==> config.mk <==
export PLATFORM = sky130hd
export DESIGN_NAME = apb_slave_regfile
export DESIGN_NICKNAME = d
export VERILOG_FILES = /design/src/rtl/apb_slave_regfile.sv
export SDC_FILE = /design/constraint.sdc
export NUM_CORES = 1
export LEC_CHECK = 0
export CORE_MARGIN = 3
export CORE_UTILIZATION = 55
export CTS_CLUSTER_SIZE = 12
export DETAILED_ROUTE_END_ITERATION = 6
export PLACE_DENSITY_LB_ADDON = 0.08
export SETUP_SLACK_MARGIN = 0.1
export SLEW_MARGIN = 40
export SYNTH_ARGS = -nofsm -noshare
export SYNTH_HDL_FRONTEND = slang
export SYNTH_SLANG_ARGS = --single-unit
==> constraint.sdc <==
create_clock -name PCLK -period 2.4 [get_ports PCLK]
set_input_delay 0.36 -clock PCLK [delete_from_list [all_inputs] [get_ports PCLK]]
set_output_delay 0.36 -clock PCLK [all_outputs]
set_load 0.005 [all_outputs]
==> src/rtl/apb_slave_regfile.sv <==
// APB3 completer holding a word-addressed register file with programmable
// wait states and per-word write protection reported through PSLVERR.
module apb_slave_regfile #(
  parameter int                ADDR_WIDTH  = 32,
  parameter int                DATA_WIDTH  = 32,
  parameter int                DEPTH       = 16,
  parameter int                WAIT_STATES = 1,
  parameter logic [DEPTH-1:0]  RO_MASK     = '0
) (
  input  logic                  PCLK,
  input  logic                  PRESET,
  input  logic                  PSEL,
  input  logic                  PENABLE,
  input  logic                  PWRITE,
  input  logic [ADDR_WIDTH-1:0] PADDR,
  input  logic [DATA_WIDTH-1:0] PWDATA,
  output logic [DATA_WIDTH-1:0] PRDATA,
  output logic                  PREADY,
  output logic                  PSLVERR
);

  localparam int IDX_W = $clog2(DEPTH);

  localparam logic [1:0] S_IDLE = 2'd0;
  localparam logic [1:0] S_WAIT = 2'd1;
  localparam logic [1:0] S_DONE = 2'd2;

  logic [1:0]            r_state;
  logic [3:0]            r_cnt;
  logic [IDX_W-1:0]      r_idx;
  logic                  r_write;
  logic [DATA_WIDTH-1:0] r_wdata;
  logic [DATA_WIDTH-1:0] r_prdata;
  logic [DATA_WIDTH-1:0] r_mem [DEPTH];

  logic [IDX_W-1:0]      w_idx;
  logic                  w_setup;
  logic                  w_unused_addr;

  assign w_idx         = PADDR[IDX_W-1:0];
  assign w_setup       = PSEL && !PENABLE;
  assign w_unused_addr = ^PADDR[ADDR_WIDTH-1:IDX_W];

  assign PRDATA  = r_prdata;
  assign PREADY  = (r_state == S_DONE);
  assign PSLVERR = (r_state == S_DONE) && r_write && RO_MASK[r_idx];

  always_ff @(posedge PCLK) begin
    if (PRESET) begin
      r_state  <= S_IDLE;
      r_cnt    <= '0;
      r_idx    <= '0;
      r_write  <= 1'b0;
      r_wdata  <= '0;
      r_prdata <= '0;
      for (int unsigned i = 0; i < DEPTH; i++) begin
        r_mem[i] <= '0;
      end
    end else begin
      case (r_state)
        S_IDLE: begin
          if (w_setup) begin
            r_idx   <= w_idx;
            r_write <= PWRITE;
            r_wdata <= PWDATA;
            // Zero-wait reads must fetch from the live address: r_idx is not yet loaded.
            if (WAIT_STATES == 0) begin
              r_state <= S_DONE;
              if (!PWRITE) r_prdata <= r_mem[w_idx];
            end else begin
              r_cnt   <= 4'(WAIT_STATES);
              r_state <= S_WAIT;
            end
          end
        end
        S_WAIT: begin
          if (!PSEL) begin
            r_state <= S_IDLE;
          end else begin
            r_cnt <= r_cnt - 4'd1;
            if (r_cnt == 4'd1) begin
              r_state <= S_DONE;
              if (!r_write) r_prdata <= r_mem[r_idx];
            end
          end
        end
        S_DONE: begin
          if (r_write && !RO_MASK[r_idx]) r_mem[r_idx] <= r_wdata;
          r_state <= S_IDLE;
        end
        default: r_state <= S_IDLE;
      endcase
    end
  end

endmodule

==> flow_summary.toml, run 1 <==
[global_route]
via_count_of_the_first_global_routing_pass = 14900
globalRoute.totalOverflow = 0
grt_start_max_net_pins = 92
antenna_found_initial = 3
grt_util_all_layers = 0.252
grt_pass1_wl_um = 92000

[power_and_ir_drop]
internal_power_mw = 17.4
share_clk_of_total_power = 0.420
part_of_the_total_power_dissipated_in_combinational_logic = 0.052
power.total_mw = 21.9
cellLeakagePower_nw = 10.3
power.ir.vdd_worst_mv = 0.608
pwr-share-seq = 0.528
switching_share = 0.207
net-switching-power_mw = 4.54
p_per_area_nw_per_um2 = 747

[timing]
achievable-frequency_ghz = 0.461
finalSetupViolCount = 0
max-slew-margin-rel = 0.561
period_needed_ns = 2.17
final_min_period_over_clock_period = 0.904
finClkSkew_ns = 0.0100
worst-slew-pin-transition_ns = 0.658
rsz0062_at_grt = "false"
hold_viol = 0
final-max-slew-violation-count = 0
fin_tns_setup_ns = 0
worst_hold_slack_ns = 0.306

[route]
drtAntennaViolNets = 0
routed-via-count = 14200
detailedRoute.firstPassIterationCount = 5
number_of_drc_markers_after_the_initial_detailed_route_iteration = 1359
route.final.wire_length_um = 60800
viasPerCell = 5.90
detail_route.drc_violations = 0
detail_route.wl_per_cell_um = 25.2

[clocking]
post_cts_hold_buffer_count = 0
numClockSinks = 587
clk_path_buf_depth = 3
cts_made_buffers = 60
cts_root_buffer = "sky130_fd_sc_hd__clkbuf_16"
insertion_delay_ns = 0.60
postCtsSetupRepairBufs = 0
post_cts_resized = 0
tritoncts = "built"
htree_depth = 2
path_clk_slew_ns = 0.06

[setup_path]
setup.reg_to_reg.worst_slack_ns = 0.23
setup.worst_path.end_class = "flop"
required_ns = 2.85
worst_endpoint_data_arrival_time_ns = 2.62
critical_path.startpoint_type = "flop"
regToRegEndpoint = "PRDATA[13]$_SDFFE_PP0P_"
timing_worst_setup_path_type = "flop to flop"
reg2regPathDepth = 4
critPathMaxFanout = 29
timing.rr.start = "r_idx[0]$_SDFFE_PP0P_"

[flow_run]
maxCapViolations = 0

[floorplan]
initial_standard_cell_utilization_of_the_core = 0.560
num_rows = 78
overall_die_area_um2 = 49000
top_level_ports = 103
dieHeight_um = 221
core_region_area_um2 = 45600
dieWidth_um = 221

[logic_synthesis]
synth.yosys.warnings = 0
synth-edff-count = 512
ys_seq_area_frac = 0.662
postSynthAreaPerCell_um2 = 15.0
synth_flop_cell = "sky130_fd_sc_hd__edfxtp_1"
summed_instance_area_of_the_synthesized_netlist_um2 = 25500
synth.ff_latch_count = 587
synth.distinct_cells = 36
synthesis.nets = 1767
synthArstFlopShare = 0
synthesis.instances = 1696

[final_layout]
nNetsFinal = 1830
count_of_antenna_diodes_in_the_layout = 0
drive_above_1_share = 0.195
areaGrowthSynthToFinish_pct = 15.2
fill_cells = 3267

[hold_path]
hold_path_depth = 3
min_path_type = "primary input to flop"
hold_start = "PWDATA[16]"
whs_endpoint = "r_wdata[16]$_SDFFE_PP0P_"

[placed_design]
hpwlAfterDp_um = 36300
io_buffer_count = 73
place.gp.congestion = 0.756

[status]
run_status = "finished, final reports clean"
[logic make-up after synthesis]
| group | after synthesis | share of synthesized area |
|---|---|---|
| and+or+nand+nor | 682 | 0.158 |
| adders and majority gates | 2 | 0.000981 |
| other | 1 | 0.000147 |
| buffers and inverters | 155 | 0.0270 |
| muxes | 128 | 0.113 |
| AOI/OAI and AO/OA | 141 | 0.0388 |
| DFF | 587 | 0.662 |
[placed cells by master, fill, tap and decap left out, types with 2 or more instances in the layout]
cell                              count
sky130_fd_sc_hd__a22oi_1             64
sky130_fd_sc_hd__bufinv_16            3
sky130_fd_sc_hd__clkbuf_16           62
sky130_fd_sc_hd__nand3b_1             2
sky130_fd_sc_hd__nor3_4               3
sky130_fd_sc_hd__a21oi_1             40
sky130_fd_sc_hd__and2_2              22
sky130_fd_sc_hd__nor3_2               2
sky130_fd_sc_hd__nor2_1              35
sky130_fd_sc_hd__clkbuf_8            14
sky130_fd_sc_hd__nor2b_1              2
sky130_fd_sc_hd__buf_12              34
sky130_fd_sc_hd__a311oi_1            32
sky130_fd_sc_hd__o21ai_0              4
sky130_fd_sc_hd__inv_1                4
sky130_fd_sc_hd__edfxtp_1           512
sky130_fd_sc_hd__or2_2               16
sky130_fd_sc_hd__buf_4               46
sky130_fd_sc_hd__nor2_4               4
sky130_fd_sc_hd__dfxtp_4              2
sky130_fd_sc_hd__nor2_2               9
sky130_fd_sc_hd__nand2b_1             3
sky130_fd_sc_hd__clkdlybuf4s50_1     72
sky130_fd_sc_hd__nor3_1               3
sky130_fd_sc_hd__mux4_2             128
sky130_fd_sc_hd__clkinv_1             3
sky130_fd_sc_hd__dfxtp_1             73
sky130_fd_sc_hd__ha_1                 2
sky130_fd_sc_hd__and2_1             492
sky130_fd_sc_hd__nor2b_4              2
sky130_fd_sc_hd__nand2_1             78
sky130_fd_sc_hd__clkbuf_1            29
[critical path, cell delays in order, from the launching register on]
cell and delay, ns:
sky130_fd_sc_hd__dfxtp_4 0.47, sky130_fd_sc_hd__buf_12 0.29, sky130_fd_sc_hd__mux4_2 0.54, sky130_fd_sc_hd__a22oi_1 0.51, sky130_fd_sc_hd__a311oi_1 0.17
[Yosys cell counts, types with 3 or more instances]
master / n / share of area
sky130_fd_sc_hd__nor3_1: 5 / 0.00098
sky130_fd_sc_hd__buf_6: 5 / 0.0022
sky130_fd_sc_hd__a21oi_1: 40 / 0.0078
sky130_fd_sc_hd__nand2_1: 78 / 0.011
sky130_fd_sc_hd__a22oi_1: 64 / 0.019
sky130_fd_sc_hd__dfxtp_1: 75 / 0.059
sky130_fd_sc_hd__buf_2: 19 / 0.0037
sky130_fd_sc_hd__clkbuf_1: 105 / 0.015
sky130_fd_sc_hd__edfxtp_1: 512 / 0.60
sky130_fd_sc_hd__nor2_1: 45 / 0.0066
sky130_fd_sc_hd__buf_4: 8 / 0.0024
sky130_fd_sc_hd__nand2b_1: 3 / 0.00074
sky130_fd_sc_hd__nor2b_1: 4 / 0.00098
sky130_fd_sc_hd__nor2_4: 3 / 0.0013
sky130_fd_sc_hd__or2_2: 16 / 0.0039
sky130_fd_sc_hd__a311oi_1: 32 / 0.011
sky130_fd_sc_hd__mux4_2: 128 / 0.11
sky130_fd_sc_hd__clkbuf_2: 12 / 0.0024
sky130_fd_sc_hd__and2_1: 492 / 0.12
sky130_fd_sc_hd__inv_1: 4 / 0.00059
sky130_fd_sc_hd__o21ai_0: 4 / 0.00079
sky130_fd_sc_hd__and2_2: 22 / 0.0065
[power by group through the flow]
stage                     logic [mW]  registers, mW  clock network, mW
after floorplan                0.707           11.7                  0
after global placement          1.15           11.8                  0
after detailed placement        1.16           11.8                  0
after CTS                       1.17           11.6               9.36
after global routing            1.22           11.6               9.76
final                           1.15           11.6               9.21
[area by class of cell]
| type | count | area, um2 | area share |
|---|---|---|---|
| sequential | 587 | 16900 | 0.575 |
| inverter | 4 | 15.0 | 0.000511 |
| timing repair buffer | 152 | 1750 | 0.0595 |
| tap | 600 | 751 | 0.0256 |
| multi-input combinational | 954 | 8020 | 0.273 |
| clock buffer | 105 | 1850 | 0.0631 |
| clock inverter | 7 | 109 | 0.00371 |
[worst max-delay path by stage]
stage / from / end / slack (ns)
floorplan: PRESET / r_mem[0][0]$_SDFFCE_PN0P_ / 0.22
global placement: PRESET / r_mem[12][29]$_SDFFCE_PN0P_ / 0.19
detailed placement: PRESET / r_mem[12][28]$_SDFFCE_PN0P_ / 0.18
CTS: r_state[0]$_SDFFE_PP0P_ / PREADY / 0.25
global route: r_idx[0]$_SDFFE_PP0P_ / PRDATA[13]$_SDFFE_PP0P_ / 0.16
finish: r_idx[0]$_SDFFE_PP0P_ / PRDATA[13]$_SDFFE_PP0P_ / 0.23
[routing by layer]
| layer | vias to the layer above | GRT usage | share of wire |
|---|---|---|---|
| met1 | 7299 | 0.338 | 0.40 |
| met2 | 479 | 0.427 | 0.50 |
| li1 | 6357 | - | - |
| met3 | 87 | 0.0487 | 0.072 |
| met5 | - | 0 | 0 |
| met4 | 0 | 0.0694 | 0.024 |
[through the flow]
| stage | cell area (um2) | setup slack (ns) | cells | util |
|---|---|---|---|---|
| 2_1_floorplan | 25500 | 0.217 | 1696 | - |
| 3_3_place_gp | 27400 | 0.192 | 2297 | 0.601 |
| 3_5_place_dp | 27400 | 0.180 | 2297 | 0.601 |
| 4_1_cts | 29400 | 0.248 | 2409 | 0.644 |
| 5_1_grt | 29400 | 0.164 | 2409 | 0.644 |
| 6_report | 29400 | 0.230 | 2409 | 0.644 |
[flip-flops by register name, summed over array words and instances (netlist names)]
signal   flops
r_mem      512
PRDATA      32
r_wdata     32
r_cnt        4
r_idx        4
r_state      2
r_write      1
Note: power is estimated with default switching activity, not from simulation.
==> inputs of run 2 (changes only) <==
--- a/config.mk
+++ b/config.mk
@@ -5,13 +5,13 @@
 export SDC_FILE = /design/constraint.sdc
 export NUM_CORES = 1
 export LEC_CHECK = 0
+export ABC_CLOCK_PERIOD_IN_PS = 2400
 export CORE_MARGIN = 3
-export CORE_UTILIZATION = 55
+export CORE_UTILIZATION = 40
 export CTS_CLUSTER_SIZE = 12
 export DETAILED_ROUTE_END_ITERATION = 6
 export PLACE_DENSITY_LB_ADDON = 0.08
 export SETUP_SLACK_MARGIN = 0.1
-export SLEW_MARGIN = 40
 export SYNTH_ARGS = -nofsm -noshare
 export SYNTH_HDL_FRONTEND = slang
 export SYNTH_SLANG_ARGS = --single-unit
==> flow_summary.toml, run 2 (synthesis gave the netlist of run 1 again) <==
[setup_path]
critPathMaxFanout = 7
required_ns = 2.04
worst_endpoint_data_arrival_time_ns = 1.74
reg2regPathDepth = 5
critical_path.startpoint_type = "flop"
regToRegEndpoint = "r_mem[0][9]$_SDFFCE_PN0P_"
setup.worst_path.end_class = "output pin"
timing.rr.start = "r_idx[0]$_SDFFE_PP0P_"
setup.reg_to_reg.worst_slack_ns = 0.30
timing_worst_setup_path_type = "flop to output pin"

[timing]
final_min_period_over_clock_period = 0.875
period_needed_ns = 2.10
hold_viol = 0
rsz0062_at_grt = "false"
max-slew-margin-rel = 0.433
finClkSkew_ns = 0.0243
worst-slew-pin-transition_ns = 0.850
finalSetupViolCount = 0
final-max-slew-violation-count = 0
achievable-frequency_ghz = 0.476
fin_tns_setup_ns = 0

[final_layout]
number_of_flip_flops_under_the_largest_register_name = 512
utilization = 0.483
areaGrowthSynthToFinish_pct = 18.1
most-common-layout-cells = "512 x sky130_fd_sc_hd__edfxtp_1, 491 x sky130_fd_sc_hd__and2_1, 128 x sky130_fd_sc_hd__mux4_2"
layout.cells.non_filler = 2683
nNetsFinal = 1865
layout.cells.most_common = "sky130_fd_sc_hd__edfxtp_1"
largest-register = "r_mem"
drive_above_1_share = 0.214

[placed_design]
io_buffer_count = 73
placed_cells = 2561
hpwlAfterDp_um = 41800
place.gp.congestion = 0.753

[global_route]
antenna_found_initial = 2
grt_util_all_layers = 0.215
grt_pass1_wl_um = 104000
globalRoute.totalOverflow = 0
grt_start_max_net_pins = 65
via_count_of_the_first_global_routing_pass = 15200

[route]
route.final.wire_length_um = 70300
detail_route.wl_per_cell_um = 26.2
viasPerCell = 5.33
routed-via-count = 14300
drtAntennaViolNets = 0
number_of_drc_markers_after_the_initial_detailed_route_iteration = 1063
detail_route.drc_violations = 0
detailedRoute.firstPassIterationCount = 5

[hold_path]
whs_endpoint = "r_write$_SDFFE_PP0P_"
min_path_type = "primary input to flop"
hold_start = "PWRITE"
hold_path_depth = 3

[clocking]
cts_made_buffers = 67
cts_root_buffer = "sky130_fd_sc_hd__clkbuf_16"
numClockSinks = 587
htree_depth = 3
path_clk_slew_ns = 0.06
tritoncts = "built"
insertion_delay_ns = 0.60
post_cts_hold_buffer_count = 0
postCtsSetupRepairBufs = 0
post_cts_resized = 0
clk_path_buf_depth = 3

[floorplan]
initial_standard_cell_utilization_of_the_core = 0.409
core_region_area_um2 = 62400
num_rows = 91
dieHeight_um = 258
top_level_ports = 103
overall_die_area_um2 = 66800
dieWidth_um = 258

[power_and_ir_drop]
p_per_area_nw_per_um2 = 749
power.ir.vdd_worst_mv = 0.485
cellLeakagePower_nw = 10.5

[status]
run_status = "finished, final reports clean"

[flow_run]
maxCapViolations = 0
==> run 2: cell count changes in the layout (fill, tap and decap cells not counted), moves of 2 or more <==
cell / previous run / this run
sky130_fd_sc_hd__buf_12: 34 / 41
sky130_fd_sc_hd__buf_4: 46 / 66
sky130_fd_sc_hd__bufinv_16: 3 / 1
sky130_fd_sc_hd__clkbuf_1: 29 / 20
sky130_fd_sc_hd__clkbuf_16: 62 / 71
sky130_fd_sc_hd__clkbuf_8: 14 / 6
sky130_fd_sc_hd__clkinv_1: 3 / 7
sky130_fd_sc_hd__clkinv_2: 0 / 12
sky130_fd_sc_hd__diode_2: 0 / 2
sky130_fd_sc_hd__nor2_2: 9 / 5
sky130_fd_sc_hd__nor2_4: 4 / 8
==> run 2: how the worst max path moves through the flow <==
| stage | start | to | slack (ns) | depth (start not counted) |
|---|---|---|---|---|
| after floorplan | PRESET | r_mem[0][0]$_SDFFCE_PN0P_ | 0.22 | 4 |
| after global placement | PRESET | r_mem[0][1]$_SDFFCE_PN0P_ | 0.18 | 6 |
| after detailed placement | PRESET | r_mem[0][3]$_SDFFCE_PN0P_ | 0.15 | 6 |
| after CTS | r_idx[0]$_SDFFE_PP0P_ | PRDATA[16]$_SDFFE_PP0P_ | 0.20 | 5 |
| after global routing | r_state[0]$_SDFFE_PP0P_ | PREADY | 0.23 | 3 |
| final | r_state[0]$_SDFFE_PP0P_ | PREADY | 0.30 | 3 |
==> run 2: through the flow <==
step | hold WS, ns | worst slack [ns] | area, um2 | total power, mW
detailed placement | 0.475 | 0.145 | 28000 | 13.1
global route | 0.298 | 0.234 | 30100 | 23.3
finish | 0.318 | 0.301 | 30100 | 22.6
floorplan | 0.450 | 0.217 | 25500 | 12.4
CTS | 0.281 | 0.205 | 30100 | 22.8
global placement | 0.475 | 0.178 | 28000 | 13.1
==> run 2: area by class of cell <==
class,count,area [um2]
Sequential cell,587,16900
Clock inverter,22,134
Fill cell,5459,32300
Multi-Input combinational cell,954,8040
Timing Repair Buffer,180,2050
Clock buffer,97,1930
Antenna cell,2,5.00
Tap cell,837,1050
Inverter,4,15.0
==> run 2: where the power goes <==
group | total, mW | switching, mW | leakage (nW) | internal (mW)
registers | 11.6 | 0.200 | 5.88 | 11.4
clock network | 9.71 | 4.02 | 1.02 | 5.70
logic | 1.25 | 0.687 | 3.61 | 0.561
total | 22.6 | 4.90 | 10.5 | 17.6
==> run 2: critical path: stages (launching register included) <==
cell                              delay [ns]
sky130_fd_sc_hd__dfxtp_1                0.31
sky130_fd_sc_hd__buf_4                  0.16
sky130_fd_sc_hd__and2b_1                0.19
sky130_fd_sc_hd__clkdlybuf4s50_1        0.50
==> run 2: per-layer routing <==
metal / vias up / GRT usage / wire, um
li1: 6428 / - / -
met1: 7448 / 0.295 / 31200
met2: 341 / 0.362 / 34900
met3: 80 / 0.0372 / 2960
met4: 0 / 0.0473 / 1260
met5: - / 0 / 0
==> inputs of run 3 (changes only) <==
--- a/config.mk
+++ b/config.mk
@@ -5,6 +5,7 @@
 export SDC_FILE = /design/constraint.sdc
 export NUM_CORES = 1
 export LEC_CHECK = 0
+export ABC_AREA = 1
 export ABC_CLOCK_PERIOD_IN_PS = 2400
 export CORE_MARGIN = 3
 export CORE_UTILIZATION = 40
==> flow_summary.toml, run 3 <==
[timing]
worst_hold_slack_ns = 0.398
finalSetupViolCount = 0
period_needed_ns = 2.14
achievable-frequency_ghz = 0.468
fin_tns_setup_ns = 0
worst-slew-pin-transition_ns = 0.758
final_min_period_over_clock_period = 0.890
final-max-slew-violation-count = 0
finClkSkew_ns = 0.0299
hold_viol = 0
max-slew-margin-rel = 0.492
rsz0062_at_grt = "false"

[setup_path]
worst_path_dominant_cell_family = "buffers and inverters"
cpPeakStageDelay_ns = 0.38
setup.worst_path.end_class = "flop"
critical_path.most_common_cell = "sky130_fd_sc_hd__buf_4"
timing_worst_setup_path_type = "flop to flop"
critical_path.cell_chain = "inv_1 > nor2_1 > nand3_1 > buf_4 > nor3_2 > buf_4 > nand2_2 > nand2_2 > buf_4"
critPathMaxFanout = 22
worst_endpoint_data_arrival_time_ns = 2.36
buf_inv_stages_crit_path = 4
critical_path.startpoint_type = "flop"
crit_path_top_delay_cell = "sky130_fd_sc_hd__buf_4"
required_ns = 2.63

[power_and_ir_drop]
power.total_mw = 23.3
cellLeakagePower_nw = 12.0
p_per_area_nw_per_um2 = 777
power.ir.vdd_worst_mv = 0.466

[clocking]
post_cts_hold_buffer_count = 0
htree_depth = 3
post_cts_resized = 0
cts_made_buffers = 67
postCtsSetupRepairBufs = 0
cts_root_buffer = "sky130_fd_sc_hd__clkbuf_16"
path_clk_slew_ns = 0.06
tritoncts = "built"
numClockSinks = 587
insertion_delay_ns = 0.60
clk_path_buf_depth = 3

[route]
route.final.wire_length_um = 76800
detailedRoute.firstPassIterationCount = 7
detail_route.drc_violations = 0
number_of_drc_markers_after_the_initial_detailed_route_iteration = 1590
drtAntennaViolNets = 0
viasPerCell = 5.09
detail_route.wl_per_cell_um = 20.2
routed-via-count = 19400

[logic_synthesis]
ys_seq_area_frac = 0.654
synthesis.instances = 2869
postSynthAreaPerCell_um2 = 9.00
synth.yosys.warnings = 0
synth_top_cell_area_share = 0.596
synth_largest_area_cell = "sky130_fd_sc_hd__edfxtp_1"
synthTopCellsByCount = "1219 x sky130_fd_sc_hd__nand2_1, 586 x sky130_fd_sc_hd__nor2_1, 512 x sky130_fd_sc_hd__edfxtp_1"
synth_flop_cell = "sky130_fd_sc_hd__edfxtp_1"
synthArstFlopShare = 0
summed_instance_area_of_the_synthesized_netlist_um2 = 25800
synth_top_cells_by_area = "sky130_fd_sc_hd__edfxtp_1 60%, sky130_fd_sc_hd__nand2_1 18%, sky130_fd_sc_hd__nor2_1 8.5%, sky130_fd_sc_hd__dfxtp_1 5.8%, sky130_fd_sc_hd__clkbuf_1 2.1%"
synthesis.nets = 2940
synth.ff_latch_count = 587
synth-edff-count = 512
synth.distinct_cells = 22
yosysMostFrequentCell = "sky130_fd_sc_hd__nand2_1"

[placed_design]
placedInstanceArea_um2 = 28000
place.gp.congestion = 0.774
hpwlAfterDp_um = 44900
io_buffer_count = 73

[final_layout]
count_of_antenna_diodes_in_the_layout = 0
largest-register = "r_mem"
fill_cells = 6014
utilization = 0.474
drive_above_1_share = 0.0761
layout.cells.most_common = "sky130_fd_sc_hd__nand2_1"
number_of_flip_flops_under_the_largest_register_name = 512
areaGrowthSynthToFinish_pct = 16.4
most-common-layout-cells = "1198 x sky130_fd_sc_hd__nand2_1, 584 x sky130_fd_sc_hd__nor2_1, 512 x sky130_fd_sc_hd__edfxtp_1"
nNetsFinal = 2976
final_design_area_no_fill_um2 = 30100

[floorplan]
top_level_ports = 103
initial_standard_cell_utilization_of_the_core = 0.407
core_region_area_um2 = 63400
dieWidth_um = 260
overall_die_area_um2 = 67600
num_rows = 92
dieHeight_um = 260

[flow_run]
maxCapViolations = 0

[global_route]
grt_util_all_layers = 0.229
grt_start_max_net_pins = 86
antenna_found_initial = 0
grt_pass1_wl_um = 117000
via_count_of_the_first_global_routing_pass = 18600
globalRoute.totalOverflow = 0

[hold_path]
min_path_type = "primary input to flop"

[status]
run_status = "finished, final reports clean"
[run 3: cell types whose count changed after synthesis, sizes merged, moves of 4 or more]
cell,before,now
nand2,78,1219
a311oi,32,0
a22oi,64,0
nor2,48,588
o21ai,4,69
clkinv,0,34
clkbuf,117,143
nand3,2,106
or2,16,0
nor2b,4,0
buf,34,57
inv,4,15
mux4,128,0
and2,514,0
[run 3: layer usage]
layer	GRT usage	vias to the layer above	wire [um]	part of all wire
li1	-	9274	-	-
met1	0.323	9473	35200	0.46
met2	0.372	517	35800	0.47
met3	0.0312	97	4130	0.054
met4	0.0628	0	1610	0.021
met5	0	-	0	0
[run 3: worst register-to-register path: stages, from the launching register on]
cell,delay (ns)
sky130_fd_sc_hd__dfxtp_1,0.33
sky130_fd_sc_hd__inv_1,0.05
sky130_fd_sc_hd__nor2_1,0.19
sky130_fd_sc_hd__nand3_1,0.14
sky130_fd_sc_hd__buf_4,0.19
sky130_fd_sc_hd__nor3_2,0.18
sky130_fd_sc_hd__buf_4,0.17
sky130_fd_sc_hd__nand2_2,0.06
sky130_fd_sc_hd__nand2_2,0.07
sky130_fd_sc_hd__buf_4,0.38
[run 3: layout make-up]
type / instances / area (um2) / share of cell area
tap: 846 / 1060 / 0.0352
multi-input combinational: 2033 / 8070 / 0.268
inverter: 49 / 195 / 0.00649
clock buffer: 98 / 1900 / 0.0631
timing repair buffer: 167 / 1750 / 0.0582
sequential: 587 / 16900 / 0.562
clock inverter: 22 / 208 / 0.00691
[run 3: cell families (layout without fill, tap and decap cells)]
group                      count (synthesis)  after routing  synth area share
and+or+nand+nor                         1919           1919             0.285
DFF                                      587            587             0.654
buffers and inverters                    249            336            0.0382
AOI/OAI and AO/OA                        111            111            0.0217
adders and majority gates                  2              2          0.000969
other                                      1              1          0.000145
[run 3: worst paths after layout]
kind / from / endpoint / slack (ns) / cells past startpoint
max: r_state[1]$_SDFFE_PP0P_ / r_mem[2][2]$_SDFFCE_PN0P_ / 0.26 / 9
min: PWDATA[24] / r_wdata[24]$_SDFFE_PP0P_ / 0.40 / 3
max reg2reg: r_state[1]$_SDFFE_PP0P_ / r_mem[2][2]$_SDFFCE_PN0P_ / 0.26 / 9
min reg2reg: r_wdata[3]$_SDFFE_PP0P_ / r_wdata[3]$_SDFFE_PP0P_ / 0.45 / 2
[run 3: report_power, final]
part | internal [mW] | switching, mW | total, mW
Sequential | 11.4 | 0.116 | 11.5
Clock | 5.90 | 4.03 | 9.93
Combinational | 0.500 | 1.39 | 1.89
[run 3: through the flow]
stage	std cells	worst slack, ns
floorplan	2869	0.118
global placement	3682	0.0503
detailed placement	3682	0.0295
CTS	3802	0.217
global route	3802	0.143
finish	3802	0.264
